## config.mk

```make
export PLATFORM = sky130hd
export DESIGN_NAME = seq_divider
export DESIGN_NICKNAME = d
export VERILOG_FILES = /design/src/rtl/seq_divider_pkg.sv /design/src/rtl/seq_divider_div_step.sv /design/src/rtl/seq_divider.sv
export SDC_FILE = /design/constraint.sdc
export NUM_CORES = 1
export LEC_CHECK = 0
export ABC_CLOCK_PERIOD_IN_PS = 2290
export BUFFER_PORTS_ARGS = -buffer_cell sky130_fd_sc_hd__buf_2
export CAP_MARGIN = 0
export CORE_UTILIZATION = 55
export DETAILED_ROUTE_END_ITERATION = 16
export PLACE_DENSITY = 0.78
export REMOVE_ABC_BUFFERS = 1
export SLEW_MARGIN = 10
export SYNTH_ARGS = -nofsm -noshare
export SYNTH_HDL_FRONTEND = slang
export SYNTH_SLANG_ARGS = --single-unit
```

## constraint.sdc

```tcl
create_clock -name clk -period 2.29 [get_ports clk]
set_input_delay 0.3435 -clock clk [delete_from_list [all_inputs] [get_ports clk]]
set_output_delay 0.3435 -clock clk [all_outputs]
set_load 0.05 [all_outputs]
```

## src/rtl/seq_divider_pkg.sv

```systemverilog
// Shared arithmetic constants and types for the multiplier/divider datapath.
package seq_divider_pkg;
  localparam int DW    = 8;
  localparam int VW    = 4;
  localparam int CNT_W = $clog2(DW + 1);

  localparam logic [DW-1:0] DBZ_QUOTIENT = '1;

  typedef enum logic [1:0] {
    IDLE = 2'd0,
    RUN  = 2'd1,
    DONE = 2'd2
  } state_t;
endpackage

```

## src/rtl/seq_divider_div_step.sv

```systemverilog
// One restoring-division iteration: shift in the next dividend bit, trial-subtract the divisor.
module div_step
  import seq_divider_pkg::*;
(
  input  logic [VW:0]   p_in,
  input  logic          q_msb,
  input  logic [VW-1:0] divisor,
  output logic [VW:0]   p_out,
  output logic          q_bit
);

  logic [VW+1:0] shifted;
  logic [VW+1:0] divisor_ext;

  // Carrying p_in[VW] into the compare keeps it exact even for an out-of-range P.
  assign shifted     = {p_in, q_msb};
  assign divisor_ext = {2'b00, divisor};
  assign q_bit       = (shifted >= divisor_ext);
  assign p_out       = q_bit ? (shifted[VW:0] - divisor_ext[VW:0]) : shifted[VW:0];

endmodule

```

## src/rtl/seq_divider.sv

```systemverilog
// Iterative restoring unsigned divider, one quotient bit per clock, start/busy/done handshake.
//   state | meaning
//   IDLE  | waiting for start; operands captured on the accepting edge
//   RUN   | DW restoring iterations, one per cycle
//   DONE  | one-cycle done pulse; results already registered
module seq_divider
  import seq_divider_pkg::*;
(
  input  logic          clk,
  input  logic          rst_n,
  input  logic          start,
  input  logic [DW-1:0] dividend,
  input  logic [VW-1:0] divisor,
  output logic          busy,
  output logic          done,
  output logic [DW-1:0] quotient,
  output logic [VW-1:0] remainder,
  output logic          div_by_zero
);

  state_t           state_q, state_d;
  logic [DW-1:0]    q_q;
  logic [VW:0]      p_q;
  logic [VW-1:0]    d_q;
  logic [CNT_W-1:0] count_q;

  logic [VW:0]      p_next;
  logic             q_bit;
  logic [DW-1:0]    q_next;
  logic             last_step;

  div_step u_div_step (
    .p_in    (p_q),
    .q_msb   (q_q[DW-1]),
    .divisor (d_q),
    .p_out   (p_next),
    .q_bit   (q_bit)
  );

  assign q_next    = {q_q[DW-2:0], q_bit};
  assign last_step = (count_q == CNT_W'(1));

  always_ff @(posedge clk or negedge rst_n) begin
    if (!rst_n) begin
      state_q <= IDLE;
    end else begin
      state_q <= state_d;
    end
  end

  always_comb begin
    state_d = state_q;
    busy    = 1'b0;
    done    = 1'b0;
    case (state_q)
      IDLE: begin
        if (start) begin
          state_d = (divisor == '0) ? DONE : RUN;
        end
      end
      RUN: begin
        busy = 1'b1;
        if (last_step) begin
          state_d = DONE;
        end
      end
      DONE: begin
        done    = 1'b1;
        state_d = IDLE;
      end
      default: state_d = IDLE;
    endcase
  end

  always_ff @(posedge clk or negedge rst_n) begin
    if (!rst_n) begin
      q_q         <= '0;
      p_q         <= '0;
      d_q         <= '0;
      count_q     <= '0;
      quotient    <= '0;
      remainder   <= '0;
      div_by_zero <= 1'b0;
    end else begin
      case (state_q)
        IDLE: begin
          if (start) begin
            q_q     <= dividend;
            d_q     <= divisor;
            p_q     <= '0;
            count_q <= CNT_W'(DW);
            if (divisor == '0) begin
              quotient    <= DBZ_QUOTIENT;
              remainder   <= '0;
              div_by_zero <= 1'b1;
            end else begin
              div_by_zero <= 1'b0;
            end
          end
        end
        RUN: begin
          q_q     <= q_next;
          p_q     <= p_next;
          count_q <= count_q - CNT_W'(1);
          // Results land on the edge that enters DONE so they are valid with the pulse.
          if (last_step) begin
            quotient  <= q_next;
            remainder <= p_next[VW-1:0];
          end
        end
        default: ;
      endcase
    end
  end

endmodule
```

# Yosys cells after proc, flatten, opt, wreduce, memory -nomap -nowiden
# Index checks and enable logic that the tools add are counted.
# word_totals
word_cells,46
output_inout_bits,15
ff_bits,36
in_bits,15
# classes
reduce_logical,7
magnitude_cmp,1
eq_ne,6
addsub,2
n_mux,22
# op_table
op,count
$mux W8,4
$pmux W8 S2,2
$mux W4,4
$pmux W4 S2,2
$mux W5,2
$pmux W5 S2,1
$ge A6 B4 Y1,1
$mux W2,3
$ne A2 B2 Y1 const B,3
$reduce_and A2 Y1,3
$sub A5 B4 Y5,1
$eq A4 B1 Y1 const B,1
$logic_not A4 Y1,1
$pmux W2 S2,1
$reduce_and A4 Y1,1
$sub A4 B1 Y4 const B,1
$mux W1,3
$eq A2 B1 Y1 const B,1
$eq A2 B2 Y1 const B,1
$logic_not A2 Y1,1
$reduce_bool A2 Y1,1

# Depth between registers and ports, before layout
# Gate-level depths: netlist (run 1).
# depth
ltp_word,4
ltp_mapped,8
ltp_nobuf,8

# Cells and area by module
# Synthesis (run 1) repeated with hierarchy kept, for this count alone.
# unflattened
cells_unflattened,172
area_unflattened_um2,1785.5
# modules_own_cells
module,cells_each,area_each_um2,n_inst,seq_area_each_um2
seq_divider,143,1551.5,1,900.9
div_step,29,234.0,1,0.0

# Least setup slack after synthesis (run 1)
# No wires, ideal clock.
# synth_timing
kind,reg2reg
startpoint,reg q_q[7]
endpoint,reg p_q[1]
stages_incl_launch_ff,9
period_less_slack_ns,1.896
arrival_ns,1.814
setup_time_ns,0.083
path_slack_ns,0.394
required_ns,2.207
n_path_buf,0
cell_sequence,dfrtp_1 inv_1 ha_1 fa_1 nand2b_1 a21oi_2 nor4b_4 mux2_2 o21ai_0
# synth_via
elab_chain_len,3
elab_cells_between_ends,4
cone_classes,add/sub: 1; order compare: 1; mux: 2
# synth_rtl
item,line,source
from (decl),seq_divider.sv:22,logic [DW-1:0] q_q;
from (signal assigned),seq_divider.sv:88,q_q <= dividend;
from (signal assigned),seq_divider.sv:102,q_q <= q_next;
$sub A5 B4 Y5 or $ge A6 B4 Y1 (tied branches),"seq_divider_div_step.sv:19, seq_divider_div_step.sv:18",
$mux W5 (*),seq_divider_div_step.sv:19,assign p_out = q_bit ? (shifted[VW:0] - divisor_ext[VW:0]) : shifted[VW:0];
$pmux W5 S2 (*),seq_divider.sv:85,case (state_q)
to (signal assigned),seq_divider.sv:103,p_q <= p_next;
to (decl),seq_divider.sv:23,logic [VW:0] p_q;
# Every way passes the cells marked *; elsewhere a longest branch is shown, timed or not.
# A chain may end at the register's enable or synchronous reset.

# Worst setup path in the final report (run 1)
# Same ends and word-level chain as after synthesis.

==> results.rst, run 1 <==
.. list-table::
   :header-rows: 1

   * - Metric
     - Value
   * - Number of buffers inserted by hold repair at cts
     - 0
   * - Pin slew with the least headroom to its limit
     - 0.785 ns
   * - Pre-Repair DR Iteration Count
     - 4
   * - CP endpoint kind
     - flop
   * - Number of standard-cell rows in the floorplan
     - 20
   * - Number of unique standard cell types used by synthesis
     - 31
   * - Vias in the first global route
     - 1,242
   * - GR Util All Layers
     - 0.229
   * - Grt ovf
     - 0
   * - DIE WIDTH
     - 58.4 um
   * - Maximum number of pins on one net before global-route repair
     - 37
   * - Max Fanout on Critical Path
     - 5
   * - R2R Setup Slk
     - 0.12 ns
   * - Filler-free cell count of the finished design
     - 249
   * - Terminus of the critical flop-to-flop path
     - p_q[1]
   * - Worst Path Class, Setup
     - reg2reg
   * - Number of register bits inferred by synthesis
     - 36
   * - Worst rel slew slack
     - 0.477
   * - Register clock-pin slew on the reported worst setup and hold paths
     - 0.11 ns
   * - Post-placement cell count
     - 239
   * - Remaining routing DRC violations
     - 0
   * - # Max-Cap Violations
     - 0
   * - Logic depth of the worst register-to-register path
     - 9
   * - Sequential fraction of the synthesis area
     - 0.516
   * - Antenna Violating Nets Remaining
     - 0
   * - CTS tree
     - built
   * - Net count of the finished layout
     - 226
   * - Gp weighted congestion
     - 0.870
   * - Top library cells by usage in the layout, fill and taps aside
     - sky130_fd_sc_hd__dfrtp_1 (36), sky130_fd_sc_hd__buf_2 (29), sky130_fd_sc_hd__o21ai_0 (22)
   * - Number of buffers between clock root and the deepest sink
     - 2
   * - Average vias per placed instance
     - 5.29
   * - CP arrival
     - 2.45 ns
   * - Final number of setup-violating endpoints
     - 0
   * - Worst setup SP type
     - flop
   * - Worst hold slack
     - 0.0607 ns
   * - Area of the placeable core
     - 3030 sq um
   * - Synthesized area per cell
     - 10.4 sq um
   * - Total Wirelength
     - 3.47 mm
   * - Netlist area before placement
     - 1750 sq um
   * - DIE AREA
     - 3410 sq um
   * - Proportion of layout cells with a drive suffix above 1
     - 0.283
   * - Final antenna diode count
     - 0
   * - Buffers added on ports
     - 29
   * - Starting density of the core
     - 0.577
   * - Post-Route Utilization
     - 0.690
   * - Number of top-level pins
     - 30
   * - First-pass GRT wire length
     - 5.62 mm
   * - Maximum achievable frequency
     - 0.460 GHz
   * - Max-slew violation count
     - 0
   * - Type of the most critical hold path
     - in2async
   * - Total number of vias
     - 1,318
   * - Final cycle utilization of the critical path
     - 0.949
   * - Outcome
     - finished clean
   * - Initial detailed-routing violation count
     - 54
   * - Antenna violations before repair
     - 0
   * - Final worst clock skew
     - 0.00480 ns
   * - Start of the worst register-to-register path
     - q_q[7]
   * - Number of buffers added by the clock tree synthesis step
     - 5
   * - Total of warnings raised by yosys
     - 0
   * - Library cell used as clock root buffer
     - sky130_fd_sc_hd__clkbuf_4
   * - H-tree level count
     - 2
   * - HPWL Detailed
     - 2.45 mm
   * - TritonCTS Sinks
     - 36
   * - Period minus WS final
     - 2.17 ns
   * - Layout overhead on the synthesized area
     - 19.6%
   * - Final hold violation count
     - 0
   * - Cells after Synth
     - 168
   * - Wirelength per Cell
     - 13.9 um
   * - Vert. Die Dim
     - 58.4 um
   * - Required time of the critical path
     - 2.57 ns
   * - Clock latency reported for the late side of the worst-skew pair
     - 0.35 ns
   * - Most frequent standard cell in the layout excluding fill and tap cells
     - sky130_fd_sc_hd__dfrtp_1
how the worst max path moves through the flow:
stage | startpoint | to | slack, ns
after global routing | q_q[7] | p_q[1] | -0.01
final | q_q[7] | p_q[1] | 0.12
after floorplan | state_q[0] | count_q[3] | 0.21
after global placement | q_q[7] | p_q[0] | 0.30
after detailed placement | q_q[7] | remainder[1] | 0.12
after CTS | q_q[7] | remainder[1] | 0.07
cells in the mapped netlist:
master                     instances  area [sq um]
sky130_fd_sc_hd__buf_2             2          10.0
sky130_fd_sc_hd__a22oi_2           1          12.5
sky130_fd_sc_hd__mux2_2            7          78.8
sky130_fd_sc_hd__or2_2             1          6.26
sky130_fd_sc_hd__a31oi_1           1          6.26
sky130_fd_sc_hd__o21ai_0          24           120
sky130_fd_sc_hd__o22a_1            1          8.76
sky130_fd_sc_hd__dfrtp_1          36           901
sky130_fd_sc_hd__o22ai_1           2          12.5
sky130_fd_sc_hd__nor2_4            1          11.3
sky130_fd_sc_hd__xor2_1            1          8.76
sky130_fd_sc_hd__xnor2_1           2          17.5
sky130_fd_sc_hd__clkbuf_1          2          7.51
sky130_fd_sc_hd__nand4_1           1          6.26
sky130_fd_sc_hd__fa_1              1          20.0
sky130_fd_sc_hd__inv_1            10          37.5
sky130_fd_sc_hd__a211oi_1          1          7.51
sky130_fd_sc_hd__nand2b_1          1          6.26
sky130_fd_sc_hd__a21oi_2           1          8.76
sky130_fd_sc_hd__ha_1              6          75.1
sky130_fd_sc_hd__mux2i_1           9          90.1
sky130_fd_sc_hd__a22o_1            2          17.5
sky130_fd_sc_hd__nor4_1            1          6.26
sky130_fd_sc_hd__nor2b_1           1          6.26
sky130_fd_sc_hd__nor4b_4           1          23.8
sky130_fd_sc_hd__nand2_1          19          71.3
sky130_fd_sc_hd__nor4_2            1          12.5
sky130_fd_sc_hd__nor3b_2           1          12.5
sky130_fd_sc_hd__buf_6             2          22.5
sky130_fd_sc_hd__nor2_1           19          71.3
sky130_fd_sc_hd__a21oi_1          10          50.1
what timing repair did:
item	CTS	global route
gates resized for setup	0	3
endpoints found under the setup margin	0	3
buffers inserted	0	2
kinds of logic after synthesis:
logic type / count (synthesis) / synth area share
AO/OA/AOI/OAI: 43 / 0.140
XOR/XNOR: 3 / 0.0150
adder cells (fa/ha/maj): 7 / 0.0544
buffers and inverters: 16 / 0.0444
flip-flops: 36 / 0.516
multiplexers: 16 / 0.0967
AND/OR/NAND/NOR: 47 / 0.134
critical path, cell delays in order (launching register included):
cell and delay [ns]:
sky130_fd_sc_hd__dfrtp_1 0.39, sky130_fd_sc_hd__inv_1 0.08, sky130_fd_sc_hd__ha_1 0.20, sky130_fd_sc_hd__fa_2 0.23
sky130_fd_sc_hd__nand2b_1 0.16, sky130_fd_sc_hd__a21oi_4 0.08, sky130_fd_sc_hd__nor4b_4 0.28, sky130_fd_sc_hd__buf_4 0.19
sky130_fd_sc_hd__mux2_2 0.35, sky130_fd_sc_hd__o21ai_0 0.14
state kept, by name, indices dropped and copies added, names as in the netlist:
signal       count
count_q          4
d_q              4
q_q              8
div_by_zero      1
remainder        4
p_q              5
state_q          2
quotient         8
stage by stage:
step                setup TNS [ns]  instance area (sq um)  setup slack, ns
floorplan                        0                   1710            0.208
global placement                 0                   1940            0.297
detailed placement               0                   1940            0.120
CTS                              0                   2060           0.0695
global route               -0.0141                   2090          -0.0141
finish                           0                   2090            0.118
per-layer routing:
layer  global-route usage  vias to the layer above  routed length, um
li1                     -                      644                  -
met1                0.277                      632               1530
met2                0.386                       33               1730
met3               0.0462                        9                139
met4                0.122                        0                 70
met5                    0                        -                  0
area by class of cell:
cell class                      count  area, sq um
Clock buffer                        5         37.5
Fill cell                         237          938
Timing Repair Buffer               35          190
Tap cell                           44         55.1
Sequential cell                    36          901
Clock inverter                      3         90.1
Multi-Input combinational cell    116          778
Inverter                           10         37.5
Power of run 1 is left out: the tool's default activity adds up to more than one toggle a clock period on the data nets, which glitch-free logic cannot reach.
==> run 2: changes to the inputs <==
--- a/config.mk
+++ b/config.mk
@@ -10,5 +10,4 @@
 export CAP_MARGIN = 0
-export CORE_UTILIZATION = 55
+export CORE_UTILIZATION = 30
 export DETAILED_ROUTE_END_ITERATION = 16
-export PLACE_DENSITY = 0.78
 export REMOVE_ABC_BUFFERS = 1
==> constraint.sdc (replaced) <==
create_clock -name clk -period 2.29 [get_ports clk]
set_input_delay 0.229 -clock clk [delete_from_list [all_inputs] [get_ports clk]]
set_output_delay 0.229 -clock clk [all_outputs]
set_load 0.05 [all_outputs]
==> results.rst, run 2 (synthesized netlist as in run 1, its figures left out) <==
.. list-table::
   :header-rows: 1

   * - Metric
     - Value
   * - Outcome
     - finished clean
   * - Clock latency reported for the late side of the worst-skew pair
     - 0.29 ns (-0.06 ns)
   * - Start of the worst register-to-register path
     - q_q[7]
   * - R2R Setup Slk
     - 0.17 ns (+0.05 ns)
   * - Proportion of layout cells with a drive suffix above 1
     - 0.267 (-0.0156)
   * - Area of the placeable core
     - 5570 sq um (+84%)
   * - Part of the total power dissipated in combinational logic
     - 0.513
   * - CP arrival
     - 2.33 ns (-0.12 ns)
   * - Antenna violations before repair
     - 0 (unchanged)
   * - Leak
     - 0.000964 uW
   * - Number of buffers inserted by hold repair at cts
     - 0 (unchanged)
   * - Sequence of cells on the critical path
     - inv_1, ha_1, fa_1, nand2b_1, a21oi_2, nor4b_4, mux2_2, o21ai_0
   * - Post-cts sizing count
     - 0 (unchanged)
   * - Worst hold slack
     - 0.0227 ns (-0.0380 ns)
   * - GR Util All Layers
     - 0.138 (-0.0907)
   * - Total number of vias
     - 1,281 (-2.8%)
   * - Wirelength per Cell
     - 13.8 um (-0.78%)
   * - Net Switching
     - 1650 uW
   * - Pre-Repair DR Iteration Count
     - 4 (unchanged)
   * - Average vias per placed instance
     - 4.68 (-12%)
   * - Max Fanout on Critical Path
     - 6 (+1)
   * - Number of top-level pins
     - 30 (unchanged)
   * - Post-Place Cell Area
     - 1960 sq um (+1.4%)
   * - Layout overhead on the synthesized area
     - 19.7% (about the same)
   * - Launch point of the worst path
     - q_q[7]
   * - IR Drop Worst-Case VDD
     - 0.675 mV
   * - Antenna Violating Nets Remaining
     - 0 (unchanged)
   * - PD cells
     - 1760 nW/um^2
   * - Vias in the first global route
     - 1,288 (+3.7%)
   * - Total Wirelength
     - 3.79 mm (+9.2%)
   * - Maximum achievable frequency
     - 0.471 GHz (+2.4%)
   * - Number of buffers between clock root and the deepest sink
     - 2 (unchanged)
   * - Internal power
     - 2020 uW
   * - H-tree level count
     - 2 (unchanged)
   * - Part of the power in registers
     - 0.319
   * - Worst rel slew slack
     - 0.457 (-0.0195)
   * - Max-slew violation count
     - 0 (unchanged)
   * - Final cycle utilization of the critical path
     - 0.926 (-0.0222)
   * - Remaining routing DRC violations
     - 0 (unchanged)
   * - Worst Path Class, Setup
     - reg2reg
   * - Critical Path Max Stage Delay
     - 0.46 ns (+0.07 ns)
   * - # Max-Cap Violations
     - 0 (unchanged)
   * - DIE WIDTH
     - 78.3 um (+34%)
   * - Overall power consumption
     - 3670 uW
   * - Final Cell Area
     - 2090 sq um (about the same)
   * - CP endpoint kind
     - flop
   * - Final-layout setup total negative slack
     - 0 ns (unchanged)
   * - Number of standard-cell rows in the floorplan
     - 27 (+35%)
   * - Crit-path slowest cell
     - sky130_fd_sc_hd__nor4b_4
   * - Period minus WS final
     - 2.12 ns (-0.0509 ns)
   * - Gp weighted congestion
     - 0.796 (-8.5%)
   * - First-pass GRT wire length
     - 6.42 mm (+14%)
   * - Type of the most critical hold path
     - in2async
   * - Unrepaired setup endpoints after global routing
     - false
   * - Number of buffers added by the clock tree synthesis step
     - 5 (unchanged)
   * - Maximum number of pins on one net before global-route repair
     - 37 (unchanged)
   * - HPWL Detailed
     - 2.62 mm (+6.8%)
   * - Buffers added on ports
     - 29 (unchanged)
   * - Final hold violation count
     - 0 (unchanged)
   * - Register clock-pin slew on the reported worst setup and hold paths
     - 0.07 ns (-0.04 ns)
   * - Vert. Die Dim
     - 78.3 um (+34%)
   * - Final number of setup-violating endpoints
     - 0 (unchanged)
   * - Sw frac
     - 0.449
   * - Pin slew with the least headroom to its limit
     - 0.814 ns (+0.0293 ns)
   * - TritonCTS Sinks
     - 36 (unchanged)
   * - Total setup buffers inserted after CTS
     - 0 (unchanged)
   * - Proportion of power drawn by the clock network
     - 0.169
   * - Grt ovf
     - 0 (unchanged)
   * - Final worst clock skew
     - 0.00368 ns (-0.00112 ns)
   * - Library cell used as clock root buffer
     - sky130_fd_sc_hd__clkbuf_8
   * - Required time of the critical path
     - 2.50 ns (-0.07 ns)
   * - Final antenna diode count
     - 0 (unchanged)
   * - Top library cells by usage in the layout, fill and taps aside
     - sky130_fd_sc_hd__dfrtp_1 (36), sky130_fd_sc_hd__buf_2 (29), sky130_fd_sc_hd__o21ai_0 (23)
   * - Net count of the finished layout
     - 223 (-1.3%)
   * - CTS tree
     - built
   * - Largest registers ranked by flip-flop count
     - q_q x8, quotient x8, p_q x5
   * - DIE AREA
     - 6130 sq um (+80%)
   * - Initial detailed-routing violation count
     - 54 (unchanged)
   * - Most frequent standard cell in the layout excluding fill and tap cells
     - sky130_fd_sc_hd__dfrtp_1
   * - Worst setup SP type
     - flop
   * - Starting density of the core
     - 0.313 (-0.264)
==> run 2: power groups by stage <==
stage / clock network [uW] / registers [uW] / logic, uW
after floorplan: 0 / 1470 / 1120
after global placement: 0 / 1180 / 1850
after detailed placement: 0 / 1180 / 1900
after CTS: 636 / 1170 / 1900
after global routing: 667 / 1220 / 2070
final: 620 / 1170 / 1880
==> run 2: metal layers <==
metal	vias up	wire length, um	GRT usage
li1	641	-	-
met4	0	23	0.0444
met1	613	1790	0.180
met3	2	191	0.0488
met2	25	1790	0.212
met5	-	0	0
==> run 2: layout make-up <==
| cell class | count | area [sq um] |
|---|---|---|
| Inverter | 10 | 37.5 |
| Sequential cell | 36 | 901 |
| Clock buffer | 7 | 96.3 |
| Timing Repair Buffer | 32 | 168 |
| Tap cell | 72 | 90.1 |
| Clock inverter | 1 | 30.0 |
| Fill cell | 573 | 3480 |
| Multi-Input combinational cell | 116 | 768 |
==> run 2: worst paths after layout <==
| path | to | cells past startpoint |
|---|---|---|
| max | remainder[1] | 8 |
| min reg2reg | q_q[7] | 2 |
| min | remainder[0] | 1 |
| max in group asynchronous | div_by_zero | 1 |
| max reg2reg | remainder[1] | 8 |
| min in group clk | d_q[2] | 2 |
==> run 2: worst max-delay path, delay by kind of cell (launching register included) <==
family	cells	cell delay (ns)
AOI/OAI and AO/OA	2	0.23
and+or+nand+nor	2	0.58
muxes	1	0.41
DFF	1	0.38
buffers and inverters	1	0.07
adders and majority gates	2	0.37
==> run 2: through the flow <==
stage	setup slack (ns)	cells	util
global route	0.0582	274	0.375
CTS	0.189	274	0.375
detailed placement	0.221	266	0.352
finish	0.169	274	0.375
floorplan	0.208	162	-
global placement	0.246	266	0.352
Power figures use the tool's default switching activity.
